[config.mk]
export PLATFORM = sky130hd
export DESIGN_NAME = mlp_layer_sequencer_flat
export DESIGN_NICKNAME = d
export VERILOG_FILES = /design/src/rtl/mlp_layer_sequencer_if.sv /design/src/rtl/mlp_layer_sequencer.sv /design/src/flat_wrapper.sv
export SDC_FILE = /design/constraint.sdc
export NUM_CORES = 2
export LEC_CHECK = 0
export CAP_MARGIN = 10
export CORE_MARGIN = 2
export CORE_UTILIZATION = 55
export DETAILED_ROUTE_END_ITERATION = 7
export GPL_TIMING_DRIVEN = 0
export PLACE_DENSITY = 0.72
export SLEW_MARGIN = 20
export SYNTH_ARGS = -nofsm -noshare
export SYNTH_HDL_FRONTEND = slang
export SYNTH_SLANG_ARGS = --single-unit
[constraint.sdc]
create_clock -name clk -period 36.5 [get_ports clk]
set_input_delay 7.3 -clock clk [delete_from_list [all_inputs] [get_ports clk]]
set_output_delay 7.3 -clock clk [all_outputs]
set_load 0.05 [all_outputs]
[src/rtl/mlp_layer_sequencer_if.sv]
// Bundles the start/done control, memory read ports and result stream of the
// layer sequencer. The sequencer side is "slave"; the surrounding system is "master".
interface mlp_layer_sequencer_if #(
  parameter int INPUTS  = 784,
  parameter int OUTPUTS = 10,
  parameter int DATA_W  = 32
);
  localparam int IN_AW  = (INPUTS > 1) ? $clog2(INPUTS) : 1;
  localparam int W_AW   = (INPUTS * OUTPUTS > 1) ? $clog2(INPUTS * OUTPUTS) : 1;
  localparam int OUT_AW = (OUTPUTS > 1) ? $clog2(OUTPUTS) : 1;

  logic              start;
  logic              busy;
  logic              done;
  logic [IN_AW-1:0]  in_addr;
  logic [DATA_W-1:0] in_data;
  logic [W_AW-1:0]   w_addr;
  logic [DATA_W-1:0] w_data;
  logic [OUT_AW-1:0] b_addr;
  logic [DATA_W-1:0] b_data;
  logic              out_valid;
  logic [OUT_AW-1:0] out_index;
  logic [DATA_W-1:0] out_data;
  logic [OUT_AW-1:0] predicted_class;

  modport master (
    output start, in_data, w_data, b_data,
    input  busy, done, in_addr, w_addr, b_addr,
    input  out_valid, out_index, out_data, predicted_class
  );

  modport slave (
    input  start, in_data, w_data, b_data,
    output busy, done, in_addr, w_addr, b_addr,
    output out_valid, out_index, out_data, predicted_class
  );
endinterface

[src/rtl/mlp_layer_sequencer.sv]
// Evaluates one fully-connected layer on a single shared MAC, one neuron at a time,
// streaming each saturated Q7.24 result and tracking the argmax across neurons.
module mlp_layer_sequencer #(
  parameter int INPUTS  = 784,
  parameter int OUTPUTS = 10,
  parameter int DATA_W  = 32,
  parameter int FRAC    = 24,
  parameter int RELU    = 0
) (
  input  logic                  clk,
  input  logic                  rst,
  mlp_layer_sequencer_if.slave  bus
);
  localparam int IN_AW  = (INPUTS > 1) ? $clog2(INPUTS) : 1;
  localparam int W_AW   = (INPUTS * OUTPUTS > 1) ? $clog2(INPUTS * OUTPUTS) : 1;
  localparam int OUT_AW = (OUTPUTS > 1) ? $clog2(OUTPUTS) : 1;
  localparam int ACC_W  = 2 * DATA_W;
  localparam logic [IN_AW-1:0]  K_LAST = IN_AW'(INPUTS - 1);
  localparam logic [OUT_AW-1:0] J_LAST = OUT_AW'(OUTPUTS - 1);

  typedef enum logic [2:0] {IDLE, FETCH_BIAS, MAC, WRITE, DONE} state_t;

  state_t                    state_q, state_d;
  logic [OUT_AW-1:0]         j_q, j_d;
  logic [IN_AW-1:0]          k_q, k_d;
  logic [IN_AW-1:0]          in_addr_q, in_addr_d;
  logic [W_AW-1:0]           w_addr_q, w_addr_d;
  logic [OUT_AW-1:0]         b_addr_q, b_addr_d;
  logic signed [ACC_W-1:0]   acc_q, acc_d;
  logic signed [DATA_W-1:0]  best_val_q, best_val_d;
  logic [OUT_AW-1:0]         best_idx_q, best_idx_d;
  logic                      busy_q, busy_d;
  logic                      done_q, done_d;
  logic                      out_valid_q, out_valid_d;
  logic [OUT_AW-1:0]         out_index_q, out_index_d;
  logic [DATA_W-1:0]         out_data_q, out_data_d;
  logic [OUT_AW-1:0]         pred_q, pred_d;

  logic signed [ACC_W-1:0]   x_ext, w_ext, b_ext, prod_full, prod;
  logic signed [DATA_W-1:0]  r;

  // Full-precision signed product, rescaled back to Q7.24 with a flooring shift.
  always_comb begin
    x_ext     = {{DATA_W{bus.in_data[DATA_W-1]}}, bus.in_data};
    w_ext     = {{DATA_W{bus.w_data[DATA_W-1]}}, bus.w_data};
    b_ext     = {{DATA_W{bus.b_data[DATA_W-1]}}, bus.b_data};
    prod_full = x_ext * w_ext;
    prod      = prod_full >>> FRAC;
  end

  // Saturate the wide accumulator to the output word, then optionally apply ReLU.
  always_comb begin
    r = acc_q[DATA_W-1:0];
    if (!acc_q[ACC_W-1] && (|acc_q[ACC_W-2:DATA_W-1])) begin
      r = {1'b0, {(DATA_W-1){1'b1}}};
    end else if (acc_q[ACC_W-1] && !(&acc_q[ACC_W-2:DATA_W-1])) begin
      r = {1'b1, {(DATA_W-1){1'b0}}};
    end
    if ((RELU != 0) && r[DATA_W-1]) begin
      r = '0;
    end
  end

  always_comb begin
    state_d     = state_q;
    j_d         = j_q;
    k_d         = k_q;
    in_addr_d   = in_addr_q;
    w_addr_d    = w_addr_q;
    b_addr_d    = b_addr_q;
    acc_d       = acc_q;
    best_val_d  = best_val_q;
    best_idx_d  = best_idx_q;
    out_valid_d = 1'b0;
    out_index_d = out_index_q;
    out_data_d  = out_data_q;
    pred_d      = pred_q;

    // Addresses always run one cycle ahead of the data consumed in MAC.
    // w_addr just walks the row-major weight array, so it is never reloaded mid-run.
    case (state_q)
      IDLE: begin
        in_addr_d = '0;
        w_addr_d  = '0;
        b_addr_d  = '0;
        if (bus.start) begin
          j_d     = '0;
          state_d = FETCH_BIAS;
        end
      end
      FETCH_BIAS: begin
        k_d       = '0;
        in_addr_d = in_addr_q + 1'b1;
        w_addr_d  = w_addr_q + 1'b1;
        state_d   = MAC;
      end
      MAC: begin
        acc_d     = ((k_q == '0) ? b_ext : acc_q) + prod;
        in_addr_d = in_addr_q + 1'b1;
        if (k_q == K_LAST) begin
          state_d = WRITE;
        end else begin
          k_d      = k_q + 1'b1;
          w_addr_d = w_addr_q + 1'b1;
        end
      end
      WRITE: begin
        out_data_d  = r;
        out_index_d = j_q;
        out_valid_d = 1'b1;
        if ((j_q == '0) || (r > best_val_q)) begin
          best_val_d = r;
          best_idx_d = j_q;
        end
        in_addr_d = '0;
        if (j_q == J_LAST) begin
          w_addr_d = '0;
          b_addr_d = '0;
          state_d  = DONE;
        end else begin
          j_d      = j_q + 1'b1;
          b_addr_d = j_q + 1'b1;
          state_d  = FETCH_BIAS;
        end
      end
      DONE: begin
        pred_d  = best_idx_q;
        state_d = IDLE;
      end
      default: state_d = IDLE;
    endcase

    busy_d = (state_d != IDLE);
    done_d = (state_d == DONE);
  end

  always_ff @(posedge clk) begin
    if (rst) begin
      state_q     <= IDLE;
      j_q         <= '0;
      k_q         <= '0;
      in_addr_q   <= '0;
      w_addr_q    <= '0;
      b_addr_q    <= '0;
      acc_q       <= '0;
      best_val_q  <= '0;
      best_idx_q  <= '0;
      busy_q      <= 1'b0;
      done_q      <= 1'b0;
      out_valid_q <= 1'b0;
      out_index_q <= '0;
      out_data_q  <= '0;
      pred_q      <= '0;
    end else begin
      state_q     <= state_d;
      j_q         <= j_d;
      k_q         <= k_d;
      in_addr_q   <= in_addr_d;
      w_addr_q    <= w_addr_d;
      b_addr_q    <= b_addr_d;
      acc_q       <= acc_d;
      best_val_q  <= best_val_d;
      best_idx_q  <= best_idx_d;
      busy_q      <= busy_d;
      done_q      <= done_d;
      out_valid_q <= out_valid_d;
      out_index_q <= out_index_d;
      out_data_q  <= out_data_d;
      pred_q      <= pred_d;
    end
  end

  assign bus.busy            = busy_q;
  assign bus.done            = done_q;
  assign bus.in_addr         = in_addr_q;
  assign bus.w_addr          = w_addr_q;
  assign bus.b_addr          = b_addr_q;
  assign bus.out_valid       = out_valid_q;
  assign bus.out_index       = out_index_q;
  assign bus.out_data        = out_data_q;
  assign bus.predicted_class = pred_q;
endmodule

[src/flat_wrapper.sv]
// flat-port wrapper written by rule: the top's interface ports become plain ports
module mlp_layer_sequencer_flat 
#(
  parameter int INPUTS  = 784,
  parameter int OUTPUTS = 10,
  parameter int DATA_W  = 32,
  parameter int FRAC    = 24,
  parameter int RELU    = 0
)
  (clk, rst, bus_start, bus_in_data, bus_w_data, bus_b_data, bus_busy, bus_done, bus_in_addr, bus_w_addr, bus_b_addr, bus_out_valid, bus_out_index, bus_out_data, bus_predicted_class);
  mlp_layer_sequencer_if #(.INPUTS(INPUTS), .OUTPUTS(OUTPUTS), .DATA_W(DATA_W)) bus_i ();
  input  logic clk;
  input  logic rst;
  input wire logic [$bits(bus_i.start)-1:0] bus_start;
  input wire logic [$bits(bus_i.in_data)-1:0] bus_in_data;
  input wire logic [$bits(bus_i.w_data)-1:0] bus_w_data;
  input wire logic [$bits(bus_i.b_data)-1:0] bus_b_data;
  output wire logic [$bits(bus_i.busy)-1:0] bus_busy;
  output wire logic [$bits(bus_i.done)-1:0] bus_done;
  output wire logic [$bits(bus_i.in_addr)-1:0] bus_in_addr;
  output wire logic [$bits(bus_i.w_addr)-1:0] bus_w_addr;
  output wire logic [$bits(bus_i.b_addr)-1:0] bus_b_addr;
  output wire logic [$bits(bus_i.out_valid)-1:0] bus_out_valid;
  output wire logic [$bits(bus_i.out_index)-1:0] bus_out_index;
  output wire logic [$bits(bus_i.out_data)-1:0] bus_out_data;
  output wire logic [$bits(bus_i.predicted_class)-1:0] bus_predicted_class;
  assign bus_i.start = bus_start;
  assign bus_i.in_data = bus_in_data;
  assign bus_i.w_data = bus_w_data;
  assign bus_i.b_data = bus_b_data;
  assign bus_busy = bus_i.busy;
  assign bus_done = bus_i.done;
  assign bus_in_addr = bus_i.in_addr;
  assign bus_w_addr = bus_i.w_addr;
  assign bus_b_addr = bus_i.b_addr;
  assign bus_out_valid = bus_i.out_valid;
  assign bus_out_index = bus_i.out_index;
  assign bus_out_data = bus_i.out_data;
  assign bus_predicted_class = bus_i.predicted_class;
  mlp_layer_sequencer #(.INPUTS(INPUTS), .OUTPUTS(OUTPUTS), .DATA_W(DATA_W), .FRAC(FRAC), .RELU(RELU)) u_core (.clk(clk), .rst(rst), .bus(bus_i));
endmodule
======== Word-level counts from Yosys, hierarchy flattened ========
Cells that the tools add are included.
word-level totals
  word-level logic and storage cells ...... 73
  register bits ........................... 187
  output and inout bits ................... 70
  bits of input ports ..................... 99
operators by class
  multiply operators ...................... 1
  muxes and demuxes ....................... 19
  add/subtract/negate cells ............... 5
  equal/unequal tests ..................... 11
  reductions and logical operators ........ 21
  magnitude comparators ................... 1
operator list
  kind                                            count
  adder 64 x 40 -> 64 bit                         1
  multiplier 32 x 32 -> 64 bit                    1
  2-to-1 mux 32 bit                               2
  2-to-1 mux 64 bit                               1
  one-hot mux 13 bit (4 select lines)             1
  one-hot mux 10 bit (2 select lines)             2
  greater-than comparator 32 bit                  1
  AND reduction 32 bit                            1
  OR reduction 32 bit                             1
  2-to-1 mux 13 bit                               2
  adder 10 x 1 -> 10 bit (second input constant)  2
  one-hot mux 4 bit (2 select lines)              2
  adder 13 x 1 -> 13 bit (second input constant)  1
  2-to-1 mux 4 bit                                3
  one-hot mux 3 bit (4 select lines)              1
  == test 10 bit (second input constant)          1
  logical NOT 10 bit                              1
  2-to-1 mux 10 bit                               1
  2-to-1 mux 3 bit                                3
  == test 3 x 2 -> 1 bit (second input constant)  2
  == test 3 bit (second input constant)           2
  inequality test 2 bit (second input constant)   3
  AND reduction 3 bit                             2
  nonzero test 2 bit                              3
  14 further kinds                                18

======== Depth between registers and ports, before layout ========
  depth after elaboration ................. 8
  depth in mapped cells ................... 44
  depth with buffers taken out ............ 41

======== Least setup slack after synthesis ========
Ideal clock, no wire load.
  kind .................................... input -> register
  start ................................... in bus_in_data[31]
  end ..................................... reg u_core.acc_q[57]
  cell stages on the path ................. 37
  setup slack ............................. 19084 ps
  path buffers ............................ 3
  data arrival time ....................... 17290 ps
  data required time ...................... 36374 ps
  cells stage by stage .................... clkbuf_1 -> nand2_1 -> inv_1 -> fa_1 -> fa_1 -> fa_1 -> fa_1 -> inv_1 -> fa_1 -> inv_1 -> fa_1 -> inv_1 -> fa_1 -> inv_1 -> fa_1 -> ha_1 -> clkbuf_1 -> nand4_1 -> nand2b_1 -> a21oi_1 -> o21ai_0 -> a21oi_1 -> a311oi_2 -> xnor2_2 -> ha_1 -> buf_2 -> a21oi_1 -> o21ai_0 -> nor4_1 -> a22oi_1 -> a221o_1 -> a2111o_1 -> o21ai_2 -> o21bai_1 -> a31oi_1 -> xor2_1 -> o21ai_0
on the way
  longest elaborated chain between the ends .. 2
ends and longest elaborated chain
  item                          RTL line                    source
  start, declared               flat_wrapper.sv:15          input wire logic [$bits(bus_i.in_data)-1:0] bus_in_data;
  multiplier 32 x 32 -> 64 bit  mlp_layer_sequencer.sv:47   prod_full = x_ext * w_ext;
  adder 64 x 40 -> 64 bit       mlp_layer_sequencer.sv:98   acc_d = ((k_q == '0) ? b_ext : acc_q) + prod;
  end signal, assigned          mlp_layer_sequencer.sv:145  acc_q <= '0;
  end signal, assigned          mlp_layer_sequencer.sv:161  acc_q <= acc_d;
  end, declared                 mlp_layer_sequencer.sv:29   logic signed [ACC_W-1:0] acc_q, acc_d;
Every way passes these cells.
A chain may end at the register's enable or synchronous reset.

======== Worst setup path in the final report ========
  start ................................... in bus_w_data[6]
  end ..................................... reg u_core.acc_q[57]
on the way
  longest elaborated chain between the ends .. 2
ends and longest elaborated chain
  item                          RTL line                   source
  start, declared               flat_wrapper.sv:16         input wire logic [$bits(bus_i.w_data)-1:0] bus_w_data;
  multiplier 32 x 32 -> 64 bit  mlp_layer_sequencer.sv:47
  adder 64 x 40 -> 64 bit       mlp_layer_sequencer.sv:98
Every way passes these cells.

==> flow_metrics.py <==
metrics = {
    "outcome": {
        "outcome": "finished, final reports clean",
    },
    "drt": {
        "dr.pass1.iters": 6,
        "drt-total-wl_um": 159000,
        "avgViaCountPerCell": 5.80,
        "post-route-drc-count": 0,
        "vias": 38961,
        "wl_per_cell_um": 23.7,
        "drt_iter0_markers": 3937,
        "antenna_left": 0,
    },
    "worst_setup_path": {
        "cpMostUsedCell": "fa_1",
        "max_stage_delay_ns": 1.15,
        "critical_path_arrival_ns": 20.68,
        "worst_setup_path_start_kind": "input pin",
        "crit_required_ns": 36.83,
        "rrSetupSlack_ns": 30.02,
        "critPathBufInv": 9,
        "critPathTopFamily": "adder cells",
        "critical_path.slowest_cell": "fa_1",
        "setup.worst_path.start": "bus_w_data[6]",
        "critical_path_class": "input pin to register",
        "crit_cells": 38,
        "r2r-end": "u_core.acc_q[62]",
        "endpoint_kind": "register",
        "path_max_fanout": 25,
        "r2r_cells": 20,
        "r2r_start": "u_core.k_q[0]",
    },
    "run": {
        "drv_cap": 0,
    },
    "sta": {
        "fin_crit_ns": 20.34,
        "tns_ns": 0,
        "hold_violations": 0,
        "drv_slew": 0,
        "relSlewSlack_pct": 23.4,
        "timing.fmax_mhz": 49.2,
        "grt_setup_unrepaired": "no",
        "worstMarginPinSlew_ns": 1.15,
        "skew_ns": 0.0128,
        "fin_crit_sh_pct": 55.7,
        "setup_viol": 0,
    },
    "logic_synthesis": {
        "async_reset_ff_share_pct": 0,
        "syn-cell-area_um2": 47600,
        "syn_avg_cell_area_um2": 8.88,
        "yosys_most_used_dff": "dfxtp_1",
        "synth_edf_count": 0,
        "synth_warnings": 0,
        "synth_cell_types": 81,
        "ys_seq_elements": 187,
        "yosysSeqAreaShare_pct": 7.87,
        "synthCells": 5355,
        "synth_nets": 6818,
    },
    "global_route": {
        "grt_pass1_wl_um": 239000,
        "track_usage_pct": 36.2,
        "gr-total-overflow": 0,
        "first_global_vias": 39612,
        "antenna_found_initial": 15,
        "grt_max_degree": 26,
    },
    "clocking": {
        "htree_levels": 4,
        "root_buffer": "clkbuf_16",
        "cts_buffers": 17,
        "postCtsSetupBuffers": 0,
        "cts.path.max_buffers": 2,
        "cts_tree": "built",
        "cts.sinks": 187,
        "clk_pin_slew_ns": 0.08,
        "cts_resized": 0,
        "clock_latency_ns": 0.47,
        "hold_buffers": 0,
    },
    "die": {
        "die_w_um": 298,
        "rows": 107,
        "initial_core_util_pct": 55.7,
        "die_area_um2": 88900,
        "fp.coreArea_um2": 85400,
        "pin_count": 169,
        "die_y_um": 298,
    },
    "min_path": {
        "min_from": "u_core.bus.out_data[22]",
        "min_to": "u_core.bus.out_data[22]",
        "hold_class": "register to register",
        "hold_path_depth": 2,
    },
    "placement": {
        "post-dp-hpwl_um": 133000,
        "gp_congestion": 1.05,
        "numPortBuffers": 168,
        "placed_cells": 6667,
    },
    "finish": {
        "final_nets": 7005,
        "drive_gt1_share_pct": 1.91,
        "final_common_cell": "fa_1",
        "area_delta_synth_final_pct": 8.00,
        "fin_cells": 6717,
        "final_cell_mix": "fa_1 (1081), inv_1 (1023), nand2_1 (805)",
    },
}
## cell type report
cell class | count | area (µm²)
inverter | 1023 | 3840
tap | 1144 | 1430
clock buffer | 17 | 425
buffer | 288 | 1110
clock inverter | 15 | 208
multi-input combinational | 3857 | 38900
timing repair buffer | 168 | 1680
sequential | 187 | 3740
antenna | 18 | 45.0
fill | 7602 | 34000
## sequential cells by signal, summed over array words and instances (netlist names)
| signal | flops |
|---|---|
| u_core.bus.w_addr | 13 |
| u_core.bus.out_index | 4 |
| u_core.bus.busy | 1 |
| u_core.acc_q | 64 |
| u_core.bus.out_valid | 1 |
| u_core.k_q | 10 |
| u_core.best_idx_q | 4 |
| u_core.bus.predicted_class | 4 |
| u_core.bus.b_addr | 4 |
| u_core.best_val_q | 32 |
| u_core.bus.out_data | 32 |
| u_core.j_q | 4 |
| u_core.bus.in_addr | 10 |
| u_core.bus.done | 1 |
| u_core.state_q | 3 |
## per-layer routing
metal	up-vias	share of wire [%]	global-route usage, %
met5	-	0.022	0
li1	16622	-	-
met3	520	11	8.17
met4	4	7.1	21.2
met1	19511	37	47.7
met2	2304	44	55.1
## cell families after synthesis
logic type / synth area share, %
fa+ha+maj: 53.0
mux: 1.55
simple gates: 17.2
flops: 7.87
buf+inv: 10.4
compound gates: 7.49
xor+xnor: 2.50
## Yosys cell counts, types with 4 or more instances
cell type / instances / area share, %
fa_1: 1082 / 46
inv_1: 1023 / 8.1
nand2_1: 805 / 6.4
and2_1: 452 / 5.9
ha_1: 282 / 7.4
clkbuf_1: 259 / 2.0
nor2_1: 239 / 1.9
a21oi_1: 210 / 2.2
dfxtp_1: 187 / 7.9
a21o_1: 99 / 1.6
o21ai_0: 92 / 0.97
xnor2_1: 79 / 1.5
xor2_1: 55 / 1.0
nand4_1: 50 / 0.66
nand3_1: 44 / 0.46
mux2i_1: 39 / 0.82
mux2_2: 31 / 0.73
nor3_1: 29 / 0.31
o21bai_1: 23 / 0.36
nor4_1: 22 / 0.29
nand2b_1: 21 / 0.28
and3_1: 19 / 0.25
a31oi_1: 17 / 0.22
a211oi_1: 16 / 0.25
nor2b_1: 16 / 0.21
buf_1: 14 / 0.11
o21a_1: 12 / 0.19
or3_1: 9 / 0.12
a41oi_1: 7 / 0.13
a211o_1: 6 / 0.11
buf_2: 6 / 0.063
buf_4: 6 / 0.095
o211ai_1: 6 / 0.095
nor3b_1: 5 / 0.079
a22o_1: 4 / 0.074
nand3b_1: 4 / 0.063
o21ai_2: 4 / 0.074
or4_1: 4 / 0.063
## worst reg2reg max path: stages, from the launching register on
cell and delay (ns):
dfxtp_1 0.42, inv_1 0.07, ha_1 0.20, nand3_1 0.27
clkbuf_1 0.65, clkbuf_1 0.63, mux2_2 0.30, ha_1 0.20
inv_1 0.08, fa_1 0.43, nand2b_1 0.20, a21oi_1 0.33
o21ai_0 0.25, o21ai_2 0.25, a31oi_1 0.33, o221ai_2 0.36
a21oi_1 0.21, o21ai_2 0.25, a41oi_1 0.28, or4_1 0.49
a41oi_1 0.22
## through the flow
step                      hold WS [ns]  util [%]  cell area, µm²  setup slack, ns
final                            0.454      60.1           51400            16.16
after global routing             0.478      60.1           51300            15.69
after CTS                        0.456      60.1           51300            16.40
after detailed placement         0.445      59.4           50700            15.88
after global placement           0.443      59.3           50700            15.70
after floorplan                  0.436         -           47600            19.08
## worst max-delay path by stage
stage	end	slack, ns
finish	u_core.acc_q[57]	16.16
global route	u_core.acc_q[57]	15.69
CTS	u_core.acc_q[57]	16.40
detailed placement	u_core.acc_q[57]	15.88
global placement	u_core.acc_q[57]	15.70
floorplan	u_core.acc_q[57]	19.08
Power is not shown: default switching activity piles up to over one toggle a cycle in this logic, so the estimate is an artifact.
